--- config.mk ---
export PLATFORM = sky130hd
export DESIGN_NAME = simon_game_ctrl
export DESIGN_NICKNAME = d
export VERILOG_FILES = /design/src/rtl/simon_game_ctrl.sv
export SDC_FILE = /design/constraint.sdc
export NUM_CORES = 1
export LEC_CHECK = 0
export BUFFER_PORTS_ARGS = -buffer_cell sky130_fd_sc_hd__buf_4
export CAP_MARGIN = 20
export CORE_MARGIN = 2
export CORE_UTILIZATION = 50
export DETAILED_ROUTE_END_ITERATION = 8
export PLACE_DENSITY = 0.67
export RECOVER_POWER = 100
export SLEW_MARGIN = 20
export SYNTH_ARGS = -nofsm -noshare
export SYNTH_HDL_FRONTEND = slang
export SYNTH_SLANG_ARGS = --single-unit
export TNS_END_PERCENT = 10
--- constraint.sdc ---
create_clock -name clk -period 4 [get_ports clk]
set_input_delay 0.2 -clock clk [delete_from_list [all_inputs] [get_ports clk]]
set_output_delay 0.2 -clock clk [all_outputs]
set_load 0.02 [all_outputs]
--- src/rtl/simon_game_ctrl.sv ---
// simon_game_ctrl: Simon round sequencer, LFSR colour replay, press checking; SIMON_TIMEOUT_EN adds an input timeout
`timescale 1ns/1ps
module simon_game_ctrl #(
`ifdef SIMON_TIMEOUT_EN
  parameter int TIMEOUT_TICKS = 3000,
`endif
  parameter int MAX_LEN    = 32,
  parameter int ON_TICKS   = 300,
  parameter int GAP_TICKS  = 100,
  parameter int LOSE_TICKS = 1000
) (
  input  logic       clk,
  input  logic       rst,
  input  logic       tick,
  input  logic [3:0] btn,
  output logic [3:0] led,
  output logic       tone_en,
  output logic [2:0] tone_sel,
  output logic [6:0] score,
  output logic       busy
);
  typedef enum logic [2:0] {IDLE, PLAY_ON, PLAY_GAP, INPUT, FB_ON, FB_GAP, LOSE, WIN} state_t;
  state_t state_q, state_d;
  logic [3:0] btn_q, press, led_q, led_d;
  logic any_press, tone_en_q, tone_en_d, busy_q, busy_d, on_done, gap_done, lose_done, show, alarm;
  logic [2:0] tone_sel_q, tone_sel_d;
  logic [15:0] free_q, lfsr_q, lfsr_d, lfsr_nxt, seed_q, seed_d, seed_new, tick_cnt_q, tick_cnt_d;
  logic [6:0] len_q, len_d, idx_q, idx_d, score_q, score_d;
`ifdef SIMON_TIMEOUT_EN
  logic to_done;
  assign to_done = tick && tick_cnt_q == 16'(TIMEOUT_TICKS - 1);
`endif
  function automatic logic [15:0] step(input logic [15:0] s);
    return {s[14:0], s[15] ^ s[13] ^ s[12] ^ s[10]};
  endfunction
  assign press     = btn & ~btn_q;
  assign any_press = |press;
  assign lfsr_nxt  = step(lfsr_q);
  assign seed_new  = free_q == 16'd0 ? 16'hACE1 : free_q;
  assign on_done   = tick && tick_cnt_q == 16'(ON_TICKS - 1);
  assign gap_done  = tick && tick_cnt_q == 16'(GAP_TICKS - 1);
  assign lose_done = tick && tick_cnt_q == 16'(LOSE_TICKS - 1);
  assign led       = led_q;
  assign tone_en   = tone_en_q;
  assign tone_sel  = tone_sel_q;
  assign score     = score_q;
  assign busy      = busy_q;
  // round sequencing: next state, sequence position and the LFSR replay cursor
  always_comb begin
    state_d    = state_q;
    lfsr_d     = lfsr_q;
    seed_d     = seed_q;
    len_d      = len_q;
    idx_d      = idx_q;
    score_d    = score_q;
    tick_cnt_d = tick ? tick_cnt_q + 16'd1 : tick_cnt_q;
    case (state_q)
      IDLE: begin
        tick_cnt_d = '0;
        if (any_press) begin
          seed_d  = seed_new;
          lfsr_d  = step(seed_new);
          len_d   = 7'd1;
          idx_d   = '0;
          score_d = '0;
          state_d = PLAY_ON;
        end
      end
      PLAY_ON: if (on_done) state_d = PLAY_GAP;
      PLAY_GAP: if (gap_done) begin
        if (idx_q == len_q - 7'd1) begin
          idx_d   = '0;
          lfsr_d  = seed_q;
          state_d = INPUT;
        end else begin
          idx_d   = idx_q + 7'd1;
          lfsr_d  = lfsr_nxt;
          state_d = PLAY_ON;
        end
      end
      INPUT: begin
`ifndef SIMON_TIMEOUT_EN
        tick_cnt_d = '0;
`endif
        if (any_press) begin
          lfsr_d  = lfsr_nxt;
          state_d = press == 4'b0001 << lfsr_nxt[1:0] ? FB_ON : LOSE;
        end
`ifdef SIMON_TIMEOUT_EN
        else if (to_done) state_d = LOSE;
`endif
      end
      FB_ON: if (on_done) state_d = FB_GAP;
      FB_GAP: if (gap_done) begin
        if (idx_q < len_q - 7'd1) begin
          idx_d   = idx_q + 7'd1;
          state_d = INPUT;
        end else begin
          score_d = len_q;
          if (len_q == 7'(MAX_LEN)) state_d = WIN;
          else begin
            len_d   = len_q + 7'd1;
            idx_d   = '0;
            lfsr_d  = step(seed_q);
            state_d = PLAY_ON;
          end
        end
      end
      default: if (lose_done) state_d = IDLE;
    endcase
    if (state_d != state_q) tick_cnt_d = '0;
  end
  // output requests decoded from the current state, registered one clk behind it
  always_comb begin
    show       = state_q == PLAY_ON || state_q == FB_ON;
    alarm      = state_q == LOSE || state_q == WIN;
    led_d      = show ? 4'b0001 << lfsr_q[1:0] : alarm ? 4'hF : 4'h0;
    tone_en_d  = show | alarm;
    tone_sel_d = show ? {1'b0, lfsr_q[1:0]} : state_q == LOSE ? 3'd4 : state_q == WIN ? 3'd5 : 3'd0;
    busy_d     = state_q != IDLE;
  end
  // state, game registers and output registers
  always_ff @(posedge clk or posedge rst) begin
    if (rst) begin
      state_q    <= IDLE;
      btn_q      <= '0;
      free_q     <= '0;
      lfsr_q     <= '0;
      seed_q     <= '0;
      len_q      <= '0;
      idx_q      <= '0;
      score_q    <= '0;
      tick_cnt_q <= '0;
      led_q      <= '0;
      tone_en_q  <= 1'b0;
      tone_sel_q <= '0;
      busy_q     <= 1'b0;
    end else begin
      state_q    <= state_d;
      btn_q      <= btn;
      free_q     <= free_q + 16'd1;
      lfsr_q     <= lfsr_d;
      seed_q     <= seed_d;
      len_q      <= len_d;
      idx_q      <= idx_d;
      score_q    <= score_d;
      tick_cnt_q <= tick_cnt_d;
      led_q      <= led_d;
      tone_en_q  <= tone_en_d;
      tone_sel_q <= tone_sel_d;
      busy_q     <= busy_d;
    end
  end
endmodule

==> results.md <==
Clocking:
- The number of clock buffers added by TritonCTS is 9.
- CTS built an H-tree with a depth of 3.
- The clock transition time at the flip-flop clock pins of the worst setup and hold paths is 0.09 ns.
- The clock tree root buffer cell is sky130_fd_sc_hd__clkbuf_8.
- The clock tree from TritonCTS is yes.
- Post-CTS timing repair inserted 0 buffers for setup.
- The clock tree buffer depth is 2.
- Gates resized during post-CTS repair numbered 0.
- The worst-skew pair later-pin latency is 0.39 ns.
- The count of hold buffers inserted by post-cts repair is 5.
- The number of sinks on the clock net is 101.

Worst setup path:
- The cell type of the slowest stage on the worst timing path is sky130_fd_sc_hd__or4b_4.
- The most numerous cell type found on the critical path is sky130_fd_sc_hd__nor2_1.
- The delay contributed by the slowest stage of the critical path is 0.50 ns.
- By startpoint and endpoint, the worst setup path is classified as reg2reg.
- The startpoint type of the worst setup path is a flop.
- The arrival time of the worst setup path is 3.92 ns.
- Together, buffers and inverters on the worst path number 1.
- The register-to-register path setup slack is 0.35 ns.
- The family with the most delay on the worst path is simple AND/OR/NAND/NOR gates.
- The number of cells on the worst reg-to-reg path is 12.
- The category of the worst setup path capture point is a flop.
- The signal on the critical path passes through inv_1, ha_1, or4b_4, nor2_1, xnor2_1, ha_1, nand4_1, a21o_1, a2111oi_4, nor2_1, nor2_1, mux2_2.
- In this run the critical register-to-register path is launched from len_q[0]$_DFFE_PP0P_.
- The largest fanout on the critical path is 16.
- The endpoint of the lowest-slack register-to-register path is len_q[0]$_DFFE_PP0P_.
- At the worst endpoint, the required time is 4.28 ns.

Min path:
- The path type of the worst min-delay path is in2reg.
- The startpoint identified for the worst hold timing path is tick.
- Counting instances, the worst hold path has a depth of 4.
- The capture endpoint of the worst hold path is tick_cnt_q[1]$_DFFE_PP0P_.

Synth:
- The synthesized design contains 0 enable-type register cells.
- The synthesized netlist net count is 593.
- In this run the cell area of the synthesized design comes to 5458 µm².
- The share of synthesized area in the top cell type comes to 46.31%.
- The yosys synthesis warning count is 0.
- Ranked by total cell area, the synthesized netlist is headed by sky130_fd_sc_hd__dfrtp_1, sky130_fd_sc_hd__nand2_1, sky130_fd_sc_hd__xnor2_1.
- In the synthesized netlist the dominant register cell turns out to be sky130_fd_sc_hd__dfrtp_1.
- The average instance area after synthesis is 9.525 µm².
- The proportion of register bits with asynchronous set or reset after synthesis is 100.0%.
- The sequential-to-total area share from yosys stat is 46.31%.
- Synthesis produced 573 cells.
- The synthesized design contains 101 register bits.
- The synthesized design spends more area on one cell type than any other, namely sky130_fd_sc_hd__dfrtp_1.
- The count of cell types in the netlist is 59.

Floorplan:
- From bottom edge to top edge, the die measures 108.5 µm.
- The floorplan step defined a die boundary enclosing 11770 µm².
- Measured along the x axis, the die boundary spans 108.5 µm.
- The region available for standard cell placement spans 10750 µm².
- The starting utilization of the core area is 50.79%.
- 23 I/O pins were placed.
- The floorplan has 38 rows.

Timing:
- The clock period minus worst slack is 3.645 ns.
- The final hold violation count is 0.
- Across the routed clock network, the largest skew measured is 0.01063 ns.
- The worst slew margin relative to its limit is -65.06%.
- The total of endpoints with negative setup slack in the final report is 0.
- The period utilization is 91.13%.
- Setup repair after global routing left no endpoint under its margin.
- The accumulated negative setup slack is 0 ns.
- For the pin with the worst max-slew slack, the measured transition is 2.473 ns.
- The count of final max-slew check failures is 69.
- Timing would allow up to 0.2743 GHz.
- In the post-route analysis, the smallest setup slack over all paths is 0.3548 ns.

Cells and area:
- The area added between synthesis and finish is 6.969%.
- The final antenna diode count is 0.
- The filler cells instantiated in the layout total 1040.
- The leading cell type in the layout, fill and taps excluded is sky130_fd_sc_hd__dfrtp_1.
- The number of nets in the finished design is 604.
- In the layout the commonest cells are sky130_fd_sc_hd__dfrtp_1, sky130_fd_sc_hd__nand2_1, sky130_fd_sc_hd__o21ai_0.
- Summing all non-filler instances in the final layout gives an area of 5838 µm².
- In the final layout, the share of cells above drive strength 1 is 7.653%.
- The fraction of the core area covered by cells at the end of the flow is 54.33%.

Placed design:
- The placed instances occupy a cell area of 5702 µm².
- The count of buffers added on input and output ports is 22.
- Routability-driven placement finished with a final weighted congestion of 0.8727.
- The wire-length estimate of the detail-placed layout is 8.239 mm.
- Before CTS, the worst setup slack after placement is 0.3509 ns.

Routing:
- The final routed wirelength across all metal layers is 11.90 mm.
- The wire length per cell after detailed routing is 16.35 µm.
- The post-detailed-route count of antenna-violating nets is 0.
- The first routing iteration left 274 violations.
- The via count normalized by instance count is 5.790.
- The pre-antenna-repair detailed-routing pass consisted of 4 iterations.
- The via count is 4215.
- For this run, design rule violations remaining after detail routing come to 0.

Power and ir drop:
- The standby leakage power is 2.408 nW.
- The worst ir drop on vdd is 0.2095 mV.
- For this design the ratio of total power to cell area is 313.0 nW/µm².
- The overall power after layout is 1.827 mW.

GRT:
- The initial antenna violation count is 0.
- The via count of the first global-routing pass came to 4175.
- The global-route congestion overflow total is 0.
- The first-pass GRT wire length is 20.22 mm.
- The global-route usage over all layers is 21.97%.
- The maximum number of pins on one net before global-route repair is 69.

Outcome:
- The run finished, with violations left.
- The checks that failed: max-capacitance violations, max-slew violations.

Job:
- The tool flagged a number of max-cap violations equal to 1.
[final cells by class]
cell class | count | area, µm² | share of cell area [%]
Multi-Input combinational cell | 425 | 2720 | 46.59
Tap cell | 140 | 175.2 | 3.000
Inverter | 12 | 45.04 | 0.7715
Sequential cell | 101 | 2527 | 43.29
Timing Repair Buffer | 35 | 193.9 | 3.322
Clock buffer | 12 | 155.1 | 2.658
Clock inverter | 3 | 21.27 | 0.3643
[routing by layer]
layer / routed length, µm / vias up / global-route usage, %
met2: 5949 / 56 / 36.52
met3: 395 / 14 / 5.365
met1: 5348 / 2081 / 28.31
li1: - / 2064 / -
met4: 206 / 0 / 6.868
met5: 0 / - / 0
[tightest hold or removal path, cell delays in order]
cell and delay, ns:
sky130_fd_sc_hd__buf_4 0.11, sky130_fd_sc_hd__o21ai_0 0.09, sky130_fd_sc_hd__nand2_1 0.06, sky130_fd_sc_hd__nor3_1 0.04
[power by group]
group	switching, mW	total [mW]	internal [mW]	leakage, nW
registers	0.0471	1.10	1.05	1.26
clock network	0.348	0.606	0.257	0.0884
logic	0.0718	0.123	0.0513	1.06
[sequential cells by signal (all words and copies together) (netlist names)]
signal / count
led: 4
state_q: 3
btn_q: 4
idx_q: 7
len_q: 7
seed_q: 16
free_q: 16
busy: 1
tone_en: 1
tick_cnt_q: 16
tone_sel: 3
score: 7
lfsr_q: 16
[cell families after synthesis]
kind of cell    share of synthesized area, %
compound gates                         16.00
xor+xnor                               7.382
fa+ha+maj                              2.980
buf+inv                                3.737
flops                                  46.31
mux                                    2.568
simple gates                           21.02
[cells in the mapped netlist, types with 9 or more instances]
cell / count
sky130_fd_sc_hd__xor2_1: 17
sky130_fd_sc_hd__or2_2: 10
sky130_fd_sc_hd__nand4_1: 11
sky130_fd_sc_hd__nor2_1: 51
sky130_fd_sc_hd__or3_1: 9
sky130_fd_sc_hd__o21ai_0: 37
sky130_fd_sc_hd__nand2_1: 68
sky130_fd_sc_hd__a221o_1: 13
sky130_fd_sc_hd__xnor2_1: 29
sky130_fd_sc_hd__a21oi_1: 12
sky130_fd_sc_hd__o21a_1: 11
sky130_fd_sc_hd__o21ai_1: 16
sky130_fd_sc_hd__nor3_1: 10
sky130_fd_sc_hd__clkbuf_1: 26
sky130_fd_sc_hd__dfrtp_1: 101
sky130_fd_sc_hd__inv_1: 12
sky130_fd_sc_hd__nand3_1: 15
sky130_fd_sc_hd__nor4_1: 10
sky130_fd_sc_hd__ha_1: 13
[per-stage QoR]
step | instances | hold WS, ns
detailed placement | 708 | 0.3218
finish | 728 | 0.1358
global placement | 708 | 0.3177
floorplan | 573 | 0.2314
global route | 728 | 0.1306
CTS | 728 | 0.1093
[how the worst max path moves through the flow]
stage / slack, ns / start / cells after the start / to
final: 0.35 / len_q[0]$_DFFE_PP0P_ / 12 / len_q[0]$_DFFE_PP0P_
after floorplan: 0.67 / len_q[0]$_DFFE_PP0P_ / 13 / lfsr_q[3]$_DFFE_PP0P_
after CTS: 0.34 / len_q[0]$_DFFE_PP0P_ / 11 / lfsr_q[4]$_DFFE_PP0P_
after detailed placement: 0.35 / len_q[0]$_DFFE_PP0P_ / 11 / lfsr_q[4]$_DFFE_PP0P_
after global placement: 0.49 / len_q[0]$_DFFE_PP0P_ / 11 / lfsr_q[0]$_DFFE_PP0P_
after global routing: 0.07 / len_q[0]$_DFFE_PP0P_ / 11 / lfsr_q[7]$_DFFE_PP0P_
Power figures use the tool's default switching activity.
